**config.mk**
```make
export PLATFORM = sky130hd
export DESIGN_NAME = cordic_phase_feeder
export DESIGN_NICKNAME = d
export VERILOG_FILES = /design/src/rtl/cordic_phase_feeder.sv
export SDC_FILE = /design/constraint.sdc
export NUM_CORES = 2
export LEC_CHECK = 0
export ABC_AREA = 0
export CAP_MARGIN = 30
export CORE_ASPECT_RATIO = 1.1
export CORE_MARGIN = 8
export CORE_UTILIZATION = 50
export CTS_BUF_LIST = sky130_fd_sc_hd__clkbuf_4 sky130_fd_sc_hd__clkbuf_8
export CTS_CLUSTER_SIZE = 25
export DETAILED_ROUTE_END_ITERATION = 8
export PLACE_DENSITY = 0.77
export SYNTH_ARGS = -nofsm -noshare
export SYNTH_HDL_FRONTEND = slang
export SYNTH_SLANG_ARGS = --single-unit
```
**constraint.sdc**
```tcl
create_clock -name clk -period 9.9 [get_ports clk]
set_input_delay 1.485 -clock clk [delete_from_list [all_inputs] [get_ports clk]]
set_output_delay 1.485 -clock clk [all_outputs]
set_load 0.01 [all_outputs]
```
**src/rtl/cordic_phase_feeder.sv**
```systemverilog
// Phase accumulator and quadrant folder feeding the 32-stage CORDIC sin/cos pipeline.
// Optional CORDIC_PHASE_FLAG_DELAY_EN adds flags delayed to line up with the CORDIC outputs.
module cordic_phase_feeder #(
`ifdef CORDIC_PHASE_FLAG_DELAY_EN
    parameter int unsigned CORDIC_LAT = 32,
`endif
    parameter logic [31:0] HALF_PI = 32'h6487ED51
) (
    input  logic        clk,
    input  logic        rst_n,
    input  logic        start,
    input  logic        stop,
    input  logic [31:0] ftw,
    input  logic [31:0] phase_ofs,
    input  logic [15:0] burst_len,
    output logic        busy,
    output logic [31:0] theta_o,
    output logic        theta_valid_o,
    output logic        cos_neg_o
`ifdef CORDIC_PHASE_FLAG_DELAY_EN
    ,
    output logic        res_valid_o,
    output logic        res_cos_neg_o
`endif
);

    typedef enum logic [1:0] {StIdle, StRun, StDrain} state_e;

    state_e             state_q;
    logic        [31:0] acc_q;
    logic        [31:0] ftw_q;
    logic        [15:0] cnt_q;
    logic        [31:0] ps_q;
    logic               v1_q;
    logic               neg1_q;

    logic               issue;
    logic               fold;
    logic        [31:0] ps_d;
    logic signed [63:0] prod;
    logic        [31:0] theta_d;
    logic               drain_done;

    assign issue = (state_q == StRun) && !stop;

    // Quadrants 1 and 2 mirror about pi/2: angle -> pi - angle.
    assign fold = acc_q[31] ^ acc_q[30];
    assign ps_d = fold ? (32'h8000_0000 - acc_q) : acc_q;

    assign prod    = $signed({{32{ps_q[31]}}, ps_q}) * $signed({32'd0, HALF_PI});
    assign theta_d = 32'(prod >>> 30);

    assign busy = (state_q != StIdle);

`ifdef CORDIC_PHASE_FLAG_DELAY_EN
    logic [CORDIC_LAT-1:0] sr_v_q, sr_n_q, sr_v_d, sr_n_d;

    always_comb begin
        sr_v_d = (sr_v_q << 1) | CORDIC_LAT'(theta_valid_o);
        sr_n_d = (sr_n_q << 1) | CORDIC_LAT'(cos_neg_o);
    end

    always_ff @(posedge clk or negedge rst_n) begin
        if (!rst_n) begin
            sr_v_q <= '0;
            sr_n_q <= '0;
        end else begin
            sr_v_q <= sr_v_d;
            sr_n_q <= sr_n_d;
        end
    end

    assign res_valid_o   = sr_v_q[CORDIC_LAT-1];
    assign res_cos_neg_o = sr_n_q[CORDIC_LAT-1];
    // Leave DRAIN on the edge that empties the last pipeline register.
    assign drain_done    = !v1_q && (sr_v_d == '0);
`else
    assign drain_done    = !v1_q;
`endif

    always_ff @(posedge clk or negedge rst_n) begin
        if (!rst_n) begin
            state_q       <= StIdle;
            acc_q         <= '0;
            ftw_q         <= '0;
            cnt_q         <= '0;
            ps_q          <= '0;
            v1_q          <= 1'b0;
            neg1_q        <= 1'b0;
            theta_o       <= '0;
            theta_valid_o <= 1'b0;
            cos_neg_o     <= 1'b0;
        end else begin
            v1_q          <= issue;
            theta_o       <= theta_d;
            theta_valid_o <= v1_q;
            cos_neg_o     <= neg1_q;
            if (issue) begin
                ps_q   <= ps_d;
                neg1_q <= fold;
                acc_q  <= acc_q + ftw_q;
            end
            unique case (state_q)
                StIdle: begin
                    if (start && !stop) begin
                        acc_q   <= phase_ofs;
                        ftw_q   <= ftw;
                        cnt_q   <= burst_len;
                        state_q <= StRun;
                    end
                end
                StRun: begin
                    if (stop) begin
                        state_q <= StDrain;
                    end else begin
                        if (cnt_q != 16'd0) cnt_q <= cnt_q - 16'd1;
                        if (cnt_q == 16'd1) state_q <= StDrain;
                    end
                end
                StDrain: begin
                    if (drain_done) state_q <= StIdle;
                end
                default: state_q <= StIdle;
            endcase
        end
    end

endmodule

```
**Word-level counts from Yosys, hierarchy flattened**

Cells that the tools add are included.
W data, S select, Z words.

- Register bits: 150
- Input port bits: 84
- Logic and storage cells: 46

- Add/sub/neg operators: 3
- Multipliers: 1
- Equal/unequal tests: 8
- Multiplexer cells: 13
- Bitwise gates (word level): 1
- Reduce and logical (&&, ||, !) cells: 10

Operator list:

| cell | number |
|---|---|
| $mux W32 | 4 |
| $mul A32 B32 Y62 const B | 1 |
| $mux W16 | 3 |
| $add A32 B32 Y32 | 1 |
| $pmux W16 S2 | 1 |
| $sub A32 B32 Y32 const A | 1 |
| $eq A16 B1 Y1 const B | 1 |
| $reduce_bool A16 Y1 | 1 |
| $sub A16 B1 Y16 const B | 1 |
| $mux W2 | 4 |
| $ne A2 B2 Y1 const B | 3 |
| $pmux W2 S3 | 1 |
| $reduce_and A4 Y1 | 1 |
| $reduce_bool A2 Y1 | 2 |
| $ne A3 B2 Y1 const B | 1 |
| $reduce_and A3 Y1 | 1 |
| $eq A2 B1 Y1 const B | 1 |
| $eq A2 B2 Y1 const B | 1 |
| $logic_and A1 B1 Y1 | 2 |
| $logic_not A2 Y1 | 1 |
| $ne A2 B1 Y1 const B | 1 |
| $reduce_and A2 Y1 | 1 |
| $logic_not A1 Y1 | 1 |
| $xor A1 B1 Y1 | 1 |

**Longest topological paths before layout**

- Depth in word-level cells: 5
- Depth in mapped cells: 27
- Gate-level depth less buffers: 27

**Least setup slack after synthesis**

OpenSTA, ideal clock, no wires.

- Kind: flip-flop to flip-flop
- From: register ps_q[31]
- To: register theta_o[31]
- Data arrival time: 8.329 ns
- Path slack: 1.446 ns
- Stages on the path, launching flop included: 27
- Path buffers: 3
- Clock period less this slack: 8.454 ns
- Cells stage by stage: dfrtp_1 > clkbuf_1 > inv_1 > clkbuf_1 > fa_1 > inv_1 > fa_1 > inv_1 > fa_1 > inv_1 > ha_1 > fa_1 > fa_1 > inv_1 > fa_1 > fa_1 > inv_1 > ha_1 > clkbuf_1 > nand4_1 > nor2_1 > inv_1 > a211oi_1 > nor3_1 > o31ai_1 > a21oi_1 > xnor2_1

- Cells in the longest elaborated chain, start to end: 1

Ends and longest elaborated chain:

| element | line | RTL |
|---|---|---|
| start: declaration | 33 | `logic [31:0] ps_q;` |
| start signal: assignment | 99 | `ps_q <= ps_d;` |
| $mul A32 B32 Y62 | 50 | `assign prod = $signed({{32{ps_q[31]}}, ps_q}) * $signed({32'd0, HALF_PI});` |
| named net prod[61] | 40 | `logic signed [63:0] prod;` |
| end signal: assignment | 95 | `theta_o <= theta_d;` |
| end: declaration | 17 | `output logic [31:0] theta_o,` |

The timed path passes the listed nets, and every way through them passes these cells.
A chain may end at the register's enable or synchronous reset.

**Worst setup path in the final report**

- From: register ps_q[17]
- To: register theta_o[28]

The elaborated chain is that of the path after synthesis.

==> metrics.log <==
INFO  metric worstSetupPathDepth = 23
INFO  metric crit_path_top_delay_cell = sky130_fd_sc_hd__dfrtp_1
INFO  metric r2r_setup_slk = 2.06 ns
INFO  metric cts_tree = done
INFO  metric grt_remaining_overflow = 0
INFO  metric yosys_warnings = 0
INFO  metric htree_num_levels = 4
INFO  metric synthDominantCellAreaShare = 32.6%
INFO  metric initial_antenna_violation_count = 1
INFO  metric timing.fmax = 128 MHz
INFO  metric row_count = 87
INFO  metric hold_depth = 0
INFO  metric gr_met2_demand_resource = 35.4%
INFO  metric max-cap-violations = 0
INFO  metric finalSetupTns = 0 ns
INFO  metric status = finished, final reports clean
INFO  metric end_kind = flip-flop
INFO  metric cts_buffer_depth = 2
INFO  metric numClockSinks = 150
INFO  metric globalplace.congestion = 0.964
INFO  metric synthArstFlopShare = 100%
INFO  metric worst-path-buf-inv = 4
INFO  metric ant_nets = 0
INFO  metric period_needed = 7.84 ns
INFO  metric finalHoldViolations = 0
INFO  metric drive_gt1_share = 2.54%
INFO  metric detailedRoute.firstPassIterationCount = 5
INFO  metric die_area = 59200 sq um
INFO  metric synthToLayoutAreaGrowth = 9.33%
INFO  metric boundaryPins = 119
INFO  metric path_delay_family = adder cells
INFO  metric top_usage_layer = met2
INFO  metric clk_pin_slew = 0.10 ns
INFO  metric drt_iter0_markers = 1015
INFO  metric timing_max_transition_violations_final = 0
INFO  metric route.vias.total = 18200
INFO  metric post_cts.repair.setup_buffers = 0
INFO  metric yosys.cell_count.top_type = sky130_fd_sc_hd__inv_1
INFO  metric ys_top_cells_by_count = sky130_fd_sc_hd__inv_1, sky130_fd_sc_hd__fa_1, sky130_fd_sc_hd__ha_1
INFO  metric post_cts_resized = 0
INFO  metric die_w = 233 um
INFO  metric cp_common_cell = sky130_fd_sc_hd__fa_1
INFO  metric drt_drc_violations_left = 0
INFO  metric initial_utilization = 50.5%
INFO  metric timing.critical_path.from_type = flip-flop
INFO  metric synth_seq_area_share = 14.5%
INFO  metric drt_wl_total = 60700 um
INFO  metric cp_cell_sequence = inv_1 -> fa_1 -> inv_1 -> fa_1 -> fa_1 -> ha_1 -> fa_1 -> fa_1 -> fa_1 -> inv_1 -> fa_1 -> inv_1 -> ha_1 -> nand2_1 -> o21ai_0 -> nand2_2 -> a21oi_1 -> nand3_1 -> and2_1 -> o221a_2 -> o21ai_0 -> a21oi_1 -> xnor2_1
INFO  metric synthCells = 2756
INFO  metric rr_worst_depth = 23
INFO  metric worst_path_largest_cell_delay = 0.81 ns
INFO  metric synth.lib_cells_used.distinct = 73
INFO  metric cts-buffers-inserted = 17
INFO  metric synth_top_cells_by_area = sky130_fd_sc_hd__fa_1, sky130_fd_sc_hd__ha_1, sky130_fd_sc_hd__dfrtp_1
INFO  metric nNetsFinal = 3750
INFO  metric post_cts_hold_buffer_count = 0
INFO  metric worst_slew_margin_rel = 39.0%
INFO  metric coreArea = 51200 sq um
INFO  metric global_route.usage.met1 = 28.1%
INFO  metric rsz_0062_raised_after_global_routing = false
INFO  metric dieHeight = 254 um
INFO  metric worstPathMaxFanout = 11
INFO  metric globalRouteTotalUtil = 21.1%
INFO  metric clk_latency = 0.52 ns
INFO  metric worstMarginPinSlew = 0.911 ns
INFO  metric grt_max_degree = 95
INFO  metric grt_pass1_wl = 99100 um
INFO  metric critPathRequiredTime = 10.30 ns
INFO  metric critical_path_class = reg2reg
INFO  metric worst_clk_skew = 0.0219 ns
INFO  metric detailed_place_hpwl = 51600 um
INFO  metric syn-cell-area = 25800 sq um
INFO  metric hold_path.class = reg2reg
INFO  metric min_period_over_period = 79.2%
INFO  metric synth-edff-count = 0
INFO  metric synthesized_net_count = 3647
INFO  metric synthFlopType = sky130_fd_sc_hd__dfrtp_1
INFO  metric yosys_register_bits = 150
INFO  metric clk_root_buffer_cell = sky130_fd_sc_hd__clkbuf_8
INFO  metric final_count_of_negative_setup_slack_endpoints = 0
INFO  metric grt_met3_usage = 3.59%
INFO  metric synth_top_cell_by_area = sky130_fd_sc_hd__fa_1
INFO  metric wl_per_cell = 17.1 um
INFO  metric routed_via_density = 5.15
INFO  metric timing.critical_path.arrival = 8.24 ns
INFO  metric synthesis.area_per_instance = 9.37 sq um
INFO  metric port-buffer-count = 118
INFO  metric grt_pass1_vias = 19000
[layout make-up]
type	count	area, sq um
multi-input cells	1784	19000
well taps	667	835
diodes	1	2.50
clock inverters	15	238
clock buffers	17	234
fillers	4567	22900
inverters	777	2920
repair buffers	129	1260
flip-flops and latches	150	3750
[path summary, 6_finish.rpt]
| kind | endpoint | startpoint |
|---|---|---|
| max reg2reg | theta_o[28] | ps_q[17] |
| min | cos_neg_o | neg1_q |
| min in group asynchronous | theta_o[26] | rst_n |
| max | theta_o[28] | ps_q[17] |
| max in group asynchronous | neg1_q | rst_n |
| min reg2reg | cos_neg_o | neg1_q |
[stage by stage]
stage	cell area [sq um]	hold WS (ns)	utilization (%)	cells	worst slack, ns
5_1_grt	28200	0.404	55.2	3540	1.70
3_3_place_gp	27800	0.361	54.3	3506	2.15
4_1_cts	28200	0.388	55.2	3539	2.00
3_5_place_dp	27800	0.368	54.3	3507	2.03
2_1_floorplan	25800	0.354	-	2756	1.45
6_report	28200	0.384	55.2	3540	2.06
[placed cells by master (no fill, tap or decap), types with 12 or more instances in the layout]
cell,netlist,routed
sky130_fd_sc_hd__a21o_1,53,53
sky130_fd_sc_hd__a21oi_1,125,125
sky130_fd_sc_hd__a31oi_1,15,15
sky130_fd_sc_hd__clkbuf_8,0,17
sky130_fd_sc_hd__clkdlybuf4s50_1,0,117
sky130_fd_sc_hd__dfrtp_1,150,149
sky130_fd_sc_hd__fa_1,421,421
sky130_fd_sc_hd__ha_1,386,386
sky130_fd_sc_hd__inv_1,776,775
sky130_fd_sc_hd__nand2_1,215,215
sky130_fd_sc_hd__nand3_1,26,26
sky130_fd_sc_hd__nor2_1,88,88
sky130_fd_sc_hd__nor2b_1,12,12
sky130_fd_sc_hd__nor3_1,20,20
sky130_fd_sc_hd__o21ai_0,112,112
sky130_fd_sc_hd__o21bai_1,14,14
sky130_fd_sc_hd__xnor2_1,84,84
sky130_fd_sc_hd__xor2_1,48,48
[registers in the layout, indices dropped and copies added, names as in the netlist]
signal and flops:
theta_valid_o 1, theta_o 32, acc_q 32, cos_neg_o 1, v1_q 1, state_q 2, ps_q 32, cnt_q 16
ftw_q 32, neg1_q 1
[worst register-to-register path, delay by kind of cell, from the launching register on]
kind	cells	cell delay, ns
AO/OA/AOI/OAI	5	1.33
AND/OR/NAND/NOR	4	0.80
buffers and inverters	4	0.40
flip-flops	1	0.81
adder cells (fa/ha/maj)	9	4.24
XOR/XNOR	1	0.15
[layer usage]
metal | share of wire (%) | wire [um]
met5 | 0 | 0
met4 | 2.0 | 1200
met3 | 5.1 | 3110
met2 | 49 | 29900
met1 | 44 | 26400
[logic make-up (layout without fill, tap and decap cells)]
kind of cell / count (synthesis) / after routing / share of synthesized area, %
xor gates and xnor gates: 132 / 132 / 4.47
AOI/OAI and AO/OA: 411 / 411 / 10.1
muxes: 5 / 5 / 0.194
buffers and inverters: 822 / 938 / 11.9
DFF: 150 / 150 / 14.5
adders and majority gates: 807 / 807 / 51.3
and+or+nand+nor: 429 / 429 / 7.48
other: 0 / 1 / 0
Power is left out: the tool's default activity adds up to more than one toggle a clock period on the data nets, which glitch-free logic cannot reach.
